<file path="src/rtl/cpu_mem_pkg.sv">
// Shared CPU/data-memory definitions: bus width defaults, responder states
// and the load/store opcodes decoded on the CPU side.
package cpu_mem_pkg;

    localparam int CPU_DATA_W = 16;
    localparam int CPU_ADDR_W = 4;

    typedef enum logic [1:0] {
        IDLE = 2'd0,
        WAIT = 2'd1,
        RESP = 2'd2
    } dmem_state_t;

    localparam logic [3:0] OP_STUR = 4'he;
    localparam logic [3:0] OP_LDUR = 4'hf;

endpackage

</file>
<file path="src/rtl/dmem_responder_if.sv">
// Request/response channels between the CPU and the data memory.
// rsp_err is present only when DMEM_ERR_EN is defined.
interface dmem_responder_if
    import cpu_mem_pkg::*;
#(
    parameter int DATA_W = CPU_DATA_W,
    parameter int ADDR_W = CPU_ADDR_W
);

    logic              req_valid;
    logic              req_ready;
    logic              req_we;
    logic [ADDR_W-1:0] req_addr;
    logic [DATA_W-1:0] req_wdata;
    logic              rsp_valid;
    logic              rsp_ready;
    logic [DATA_W-1:0] rsp_rdata;
`ifdef DMEM_ERR_EN
    logic              rsp_err;

    modport master (
        output req_valid, req_we, req_addr, req_wdata, rsp_ready,
        input  req_ready, rsp_valid, rsp_rdata, rsp_err
    );
    modport slave (
        input  req_valid, req_we, req_addr, req_wdata, rsp_ready,
        output req_ready, rsp_valid, rsp_rdata, rsp_err
    );
`else
    modport master (
        output req_valid, req_we, req_addr, req_wdata, rsp_ready,
        input  req_ready, rsp_valid, rsp_rdata
    );
    modport slave (
        input  req_valid, req_we, req_addr, req_wdata, rsp_ready,
        output req_ready, rsp_valid, rsp_rdata
    );
`endif

endinterface

</file>
<file path="src/rtl/dmem_array.sv">
// DEPTH x DATA_W word storage: synchronous write, combinational read,
// asynchronous clear; addresses at or beyond DEPTH read 0 and never write.
module dmem_array #(
    parameter int DATA_W = 16,
    parameter int ADDR_W = 4,
    parameter int DEPTH  = 16
) (
    input  logic              clk,
    input  logic              rst,
    input  logic              i_we,
    input  logic [ADDR_W-1:0] i_addr,
    input  logic [DATA_W-1:0] i_wdata,
    output logic [DATA_W-1:0] o_rdata,
    output logic              o_in_range
);

    localparam int IDX_W = (DEPTH > 1) ? $clog2(DEPTH) : 1;

    logic [DATA_W-1:0] r_mem [DEPTH];
    logic [IDX_W-1:0]  w_idx;

    assign o_in_range = (32'(i_addr) < 32'(DEPTH));
    assign w_idx      = i_addr[IDX_W-1:0];
    assign o_rdata    = o_in_range ? r_mem[w_idx] : {DATA_W{1'b0}};

    // Word storage with asynchronous clear.
    always_ff @(posedge clk or posedge rst) begin
        if (rst) begin
            for (int i = 0; i < DEPTH; i++) begin
                r_mem[i] <= {DATA_W{1'b0}};
            end
        end else if (i_we && o_in_range) begin
            r_mem[w_idx] <= i_wdata;
        end
    end

endmodule

</file>
<file path="src/rtl/dmem_responder.sv">
// Data-memory responder: one request at a time, WAIT_CYCLES wait states,
// response held until consumed. Define DMEM_ERR_EN for the rsp_err flag.
module dmem_responder
    import cpu_mem_pkg::*;
#(
    parameter int DATA_W      = CPU_DATA_W,
    parameter int ADDR_W      = CPU_ADDR_W,
    parameter int DEPTH       = 16,
    parameter int WAIT_CYCLES = 0
) (
    input  logic             clk,
    input  logic             rst,
    dmem_responder_if.slave  bus
);

    localparam int CNT_W = 4;

    dmem_state_t       r_state;
    dmem_state_t       w_next;
    logic [CNT_W-1:0]  r_cnt;
    logic [CNT_W-1:0]  w_cnt_next;
    logic              r_we;
    logic [ADDR_W-1:0] r_addr;
    logic [DATA_W-1:0] r_wdata;
    logic [DATA_W-1:0] r_rdata;
    logic              r_req_ready;
    logic              r_rsp_valid;
    logic              w_accept;
    logic              w_commit;
    logic              w_op_we;
    logic [ADDR_W-1:0] w_op_addr;
    logic [DATA_W-1:0] w_op_wdata;
    logic [DATA_W-1:0] w_arr_rdata;
    logic              w_in_range;

    // With zero wait states the commit edge is the accept edge, so the
    // operation comes straight from the bus while still in IDLE.
    assign w_accept   = (r_state == IDLE) && bus.req_valid;
    assign w_commit   = (r_state != RESP) && (w_next == RESP);
    assign w_op_we    = (r_state == IDLE) ? bus.req_we    : r_we;
    assign w_op_addr  = (r_state == IDLE) ? bus.req_addr  : r_addr;
    assign w_op_wdata = (r_state == IDLE) ? bus.req_wdata : r_wdata;

    dmem_array #(
        .DATA_W (DATA_W),
        .ADDR_W (ADDR_W),
        .DEPTH  (DEPTH)
    ) u_array (
        .clk        (clk),
        .rst        (rst),
        .i_we       (w_commit && w_op_we && w_in_range),
        .i_addr     (w_op_addr),
        .i_wdata    (w_op_wdata),
        .o_rdata    (w_arr_rdata),
        .o_in_range (w_in_range)
    );

    // Next-state and wait-counter logic.
    always_comb begin
        w_next     = r_state;
        w_cnt_next = r_cnt;
        case (r_state)
            IDLE: begin
                if (bus.req_valid) begin
                    if (WAIT_CYCLES == 0) begin
                        w_next = RESP;
                    end else begin
                        w_next     = WAIT;
                        w_cnt_next = CNT_W'(WAIT_CYCLES - 1);
                    end
                end else begin
                    w_next = IDLE;
                end
            end
            WAIT: begin
                if (r_cnt == {CNT_W{1'b0}}) begin
                    w_next = RESP;
                end else begin
                    w_cnt_next = r_cnt - 4'd1;
                end
            end
            RESP: begin
                if (bus.rsp_ready) begin
                    w_next = IDLE;
                end else begin
                    w_next = RESP;
                end
            end
            default: begin
                w_next     = IDLE;
                w_cnt_next = {CNT_W{1'b0}};
            end
        endcase
    end

    // State, request capture and registered handshake/response outputs.
    always_ff @(posedge clk or posedge rst) begin
        if (rst) begin
            r_state     <= IDLE;
            r_cnt       <= {CNT_W{1'b0}};
            r_we        <= 1'b0;
            r_addr      <= {ADDR_W{1'b0}};
            r_wdata     <= {DATA_W{1'b0}};
            r_rdata     <= {DATA_W{1'b0}};
            r_req_ready <= 1'b1;
            r_rsp_valid <= 1'b0;
        end else begin
            r_state     <= w_next;
            r_cnt       <= w_cnt_next;
            r_req_ready <= (w_next == IDLE);
            r_rsp_valid <= (w_next == RESP);
            if (w_accept) begin
                r_we    <= bus.req_we;
                r_addr  <= bus.req_addr;
                r_wdata <= bus.req_wdata;
            end
            if (w_commit) begin
                r_rdata <= w_op_we ? {DATA_W{1'b0}} : w_arr_rdata;
            end
        end
    end

    assign bus.req_ready = r_req_ready;
    assign bus.rsp_valid = r_rsp_valid;
    assign bus.rsp_rdata = r_rdata;

`ifdef DMEM_ERR_EN
    logic r_err;

    // Out-of-range flag, set at commit and dropped with rsp_valid.
    always_ff @(posedge clk or posedge rst) begin
        if (rst) begin
            r_err <= 1'b0;
        end else if (w_commit) begin
            r_err <= !w_in_range;
        end else if (w_next == IDLE) begin
            r_err <= 1'b0;
        end
    end

    assign bus.rsp_err = r_err;
`endif

endmodule

</file>
<file path="src/flat_wrapper.sv">
// flat-port wrapper written by rule: the top's interface ports become plain ports
module dmem_responder_flat import cpu_mem_pkg::*;
#(
    parameter int DATA_W      = CPU_DATA_W,
    parameter int ADDR_W      = CPU_ADDR_W,
    parameter int DEPTH       = 16,
    parameter int WAIT_CYCLES = 0
)
  (clk, rst, bus_req_valid, bus_req_we, bus_req_addr, bus_req_wdata, bus_rsp_ready, bus_req_ready, bus_rsp_valid, bus_rsp_rdata);
  dmem_responder_if #(.DATA_W(DATA_W), .ADDR_W(ADDR_W)) bus_i ();
  input  logic clk;
  input  logic rst;
  input wire logic [$bits(bus_i.req_valid)-1:0] bus_req_valid;
  input wire logic [$bits(bus_i.req_we)-1:0] bus_req_we;
  input wire logic [$bits(bus_i.req_addr)-1:0] bus_req_addr;
  input wire logic [$bits(bus_i.req_wdata)-1:0] bus_req_wdata;
  input wire logic [$bits(bus_i.rsp_ready)-1:0] bus_rsp_ready;
  output wire logic [$bits(bus_i.req_ready)-1:0] bus_req_ready;
  output wire logic [$bits(bus_i.rsp_valid)-1:0] bus_rsp_valid;
  output wire logic [$bits(bus_i.rsp_rdata)-1:0] bus_rsp_rdata;
  assign bus_i.req_valid = bus_req_valid;
  assign bus_i.req_we = bus_req_we;
  assign bus_i.req_addr = bus_req_addr;
  assign bus_i.req_wdata = bus_req_wdata;
  assign bus_i.rsp_ready = bus_rsp_ready;
  assign bus_req_ready = bus_i.req_ready;
  assign bus_rsp_valid = bus_i.rsp_valid;
  assign bus_rsp_rdata = bus_i.rsp_rdata;
  dmem_responder #(.DATA_W(DATA_W), .ADDR_W(ADDR_W), .DEPTH(DEPTH), .WAIT_CYCLES(WAIT_CYCLES)) u_core (.clk(clk), .rst(rst), .bus(bus_i));
endmodule
</file>
<file path="config.mk">
export PLATFORM = sky130hd
export DESIGN_NAME = dmem_responder_flat
export DESIGN_NICKNAME = d
export VERILOG_FILES = /design/src/rtl/cpu_mem_pkg.sv /design/src/rtl/dmem_responder_if.sv /design/src/rtl/dmem_array.sv /design/src/rtl/dmem_responder.sv /design/src/flat_wrapper.sv
export SDC_FILE = /design/constraint.sdc
export NUM_CORES = 1
export LEC_CHECK = 0
export ABC_AREA = 0
export ABC_CLOCK_PERIOD_IN_PS = 24800
export CORE_AREA = 2 2 194 196
export CTS_BUF_LIST = sky130_fd_sc_hd__clkbuf_2
export CTS_CLUSTER_DIAMETER = 50
export CTS_CLUSTER_SIZE = 14
export DETAILED_ROUTE_END_ITERATION = 10
export DIE_AREA = 0 0 196 198
export SLEW_MARGIN = 20
export SYNTH_ARGS = -nofsm -noshare
export SYNTH_HDL_FRONTEND = slang
export SYNTH_SLANG_ARGS = --single-unit
</file>
<file path="constraint.sdc">
create_clock -name clk -period 24.8 [get_ports clk]
set_input_delay 2.48 -clock clk [delete_from_list [all_inputs] [get_ports clk]]
set_output_delay 2.48 -clock clk [all_outputs]
set_load 0.03 [all_outputs]
</file>
==> impl_metrics.ini <==
[sta]
clock_skew_ns = 0.0527
rsz0062_at_grt = false
setup_violations = 0
timing.fmax_ghz = 0.215
fin_crit_sh = 0.187
fin_crit_ns = 4.64
hold_violations = 0
finalSetupTns_ns = 0
slew_viol_final = 0
max_slew_margin = 0.275
tightest_slew_ns = 1.07

[global_routing]
grt_overflow = 0
antenna_found_initial = 1
grt_pass1_wl_um = 52200
grt.busiest_layer = met2
use_met3 = 0.0216
use_met1 = 0.235
grt.total_usage = 0.170
grt_use_met2 = 0.286
grt_max_degree = 168
grt_pass1_vias = 9123

[critical_path]
cpLargestDelayFamily = buffers and inverters
worstSetupEndpointType = output pin
worstPathCellList = clkdlybuf4s50_1
critPathRequiredTime_ns = 22.32
cp-start-kind = flip-flop
arrival_ns = 2.16
path_class = flip-flop to output pin
critPathMaxFanout = 1
path_buf_inv = 1
cpPeakStageDelay_ns = 0.66
crit_slowest_cell = clkdlybuf4s50_1

[pwr]
swShare = 0.362
p_int_mw = 0.889
p_sw_mw = 0.505
power_frac_comb = 0.279
clkPwrFrac = 0.180
power_density_nw_per_um2 = 101
p_seq_frac = 0.540
p_leak_nw = 6.10
ir_drop_mv = 0.0452

[cts]
numCtsBuffers = 31
post_cts.repair.setup_buffers = 0
clk_pin_slew_ns = 0.23
clockRootBuffer = clkbuf_2
htree_levels = 1
holdBufCountCts = 0
clk_latency_ns = 0.94
cts_resized = 0
clockBufferDepth = 3
cts_tree = built
cts_sinks = 301

[cells_and_area]
area_growth_syn_to_layout_pct = 8.34
fin_nets = 1292
layout.cells.non_filler = 1760
drive_gt1_frac = 0.0981

[logic_synthesis]
netlist_instances = 1279
synth_area_per_cell_um2 = 9.94
yosys.cell_types.count = 36
syn_nets = 1306
yosysSeqAreaShare = 0.593
ys_ff_latch = 301
ys.flop_type = dfrtp_1
synth_warnings = 0
synth-edff-count = 0
syn_area_um2 = 12700
async_flop_share = 1.00

[run]
drv_cap = 0

[die]
die_w_um = 196
rows = 71
die_y_um = 198
ios = 43
die_area_um2 = 38800
core_area_um2 = 37000
initial_core_util = 0.344

[routing]
routedWlPerCell_um = 18.6
wl_um = 32700
via_per_inst = 5.29
ant_nets = 0
vias = 9312
drt_iter0_drc = 705
dr.pass1.iters = 5
route.detailed.drc = 0

[min_path]
holdCritPathClass = flip-flop to flip-flop

[placed_design]
port_buffers = 42
dp_cells = 1706
hpwl_um = 18500
gp_congestion = 0.754

[outcome]
status = complete, no violations
-- synth_stat cells, drive strengths merged, types with 2 or more instances --
library cell	n	area share
nand3b	2	0.0012
a31oi	4	0.0020
nand4	16	0.0079
mux2	19	0.017
nor4b	2	0.0014
nand3	3	0.0012
nand2b	19	0.017
mux2i	17	0.013
o21ai	345	0.14
or3	5	0.0029
dfrtp	300	0.59
o22ai	130	0.064
nor2	3	0.0011
o31ai	3	0.0018
inv	8	0.0024
ha	2	0.0020
buf	87	0.042
nand2	280	0.083
clkbuf	24	0.0071
-- layout make-up --
cell class / count / area [um^2]
Multi-Input combinational cell: 859 / 4640
Inverter: 8 / 37.5
Sequential cell: 301 / 7530
Tap cell: 474 / 593
Timing Repair Buffer: 64 / 598
Clock inverter: 20 / 199
Antenna cell: 1 / 2.50
Fill cell: 3772 / 23200
Clock buffer: 33 / 165
-- power by group through the flow --
stage	logic, mW	registers [mW]	clock network [mW]
finish	0.389	0.753	0.251
global route	0.439	0.774	0.278
CTS	0.392	0.752	0.257
detailed placement	0.392	0.764	0
global placement	0.381	0.756	0
floorplan	0.268	0.759	0
-- per-stage QoR --
stage / setup slack (ns) / hold WS [ns] / power (mW) / utilization / instance area (um^2)
final: 20.16 / 0.509 / 1.39 / 0.373 / 13800
after global routing: 20.07 / 0.537 / 1.49 / 0.373 / 13800
after CTS: 20.09 / 0.516 / 1.40 / 0.372 / 13800
after detailed placement: 19.11 / 0.470 / 1.16 / 0.363 / 13400
after global placement: 19.19 / 0.462 / 1.14 / 0.363 / 13400
after floorplan: 14.00 / 0.448 / 1.03 / - / 12700
-- cell usage in the layout, fill, tap and decap left out, types with 2 or more instances in the layout --
cell type,count
clkbuf_2,33
clkdlybuf4s50_1,42
bufinv_16,3
nand3_1,3
nor2_1,2
inv_1,7
buf_4,21
nand2b_1,3
dfrtp_1,300
mux2_2,19
o22ai_1,130
clkinv_2,8
o21ai_1,327
nand3b_1,2
o21ai_2,3
o31ai_1,2
nand4_1,16
inv_8,2
mux2i_1,11
clkinv_1,2
ha_1,2
clkinvlp_4,2
inv_6,4
or3_1,4
o21ai_0,15
a31oi_4,4
nor4b_1,2
mux2i_2,6
nand2b_2,4
nand2b_4,12
nand2_1,280
-- routing by layer --
layer,vias up,part of all wire
met5,-,0
met4,0,0.018
met3,41,0.046
met2,215,0.47
met1,4546,0.47
li1,4510,-
-- flip-flops by register name, indices dropped and copies added, names as in the netlist --
signal and flops:
u_core.r_cnt 4, u_core.r_state 2, u_core.r_we 1, u_core.u_array.r_mem 256
u_core.r_wdata 16, u_core.bus.rsp_rdata 16, u_core.bus.rsp_valid 1, u_core.r_addr 4
u_core.bus.req_ready 1
-- path summary, 6_finish.rpt --
kind                                                      from                                    end  slack, ns  cells after the start
min in group asynchronous                                  rst   u_core.bus.rsp_rdata[15]$_DFFE_PP0P_       2.04                      2
max in group asynchronous                                  rst  u_core.u_array.r_mem[211]$_DFFE_PP0P_      21.31                      3
max                             u_core.bus.req_ready$_DFF_PP1_                          bus_req_ready      20.16                      1
min reg2reg                u_core.bus.rsp_rdata[0]$_DFFE_PP0P_    u_core.bus.rsp_rdata[0]$_DFFE_PP0P_       0.51                      2
max reg2reg                        u_core.r_state[0]$_DFF_PP0_   u_core.u_array.r_mem[27]$_DFFE_PP0P_      21.53                      7
min                        u_core.bus.rsp_rdata[0]$_DFFE_PP0P_    u_core.bus.rsp_rdata[0]$_DFFE_PP0P_       0.51                      2
-- cell families after synthesis --
logic type	Yosys count	share of synthesized area
flops	301	0.593
compound gates	483	0.204
mux	36	0.0302
buf+inv	119	0.0510
fa+ha+maj	2	0.00197
simple gates	337	0.119
xor+xnor	1	0.000689
Power figures use the tool's default switching activity.
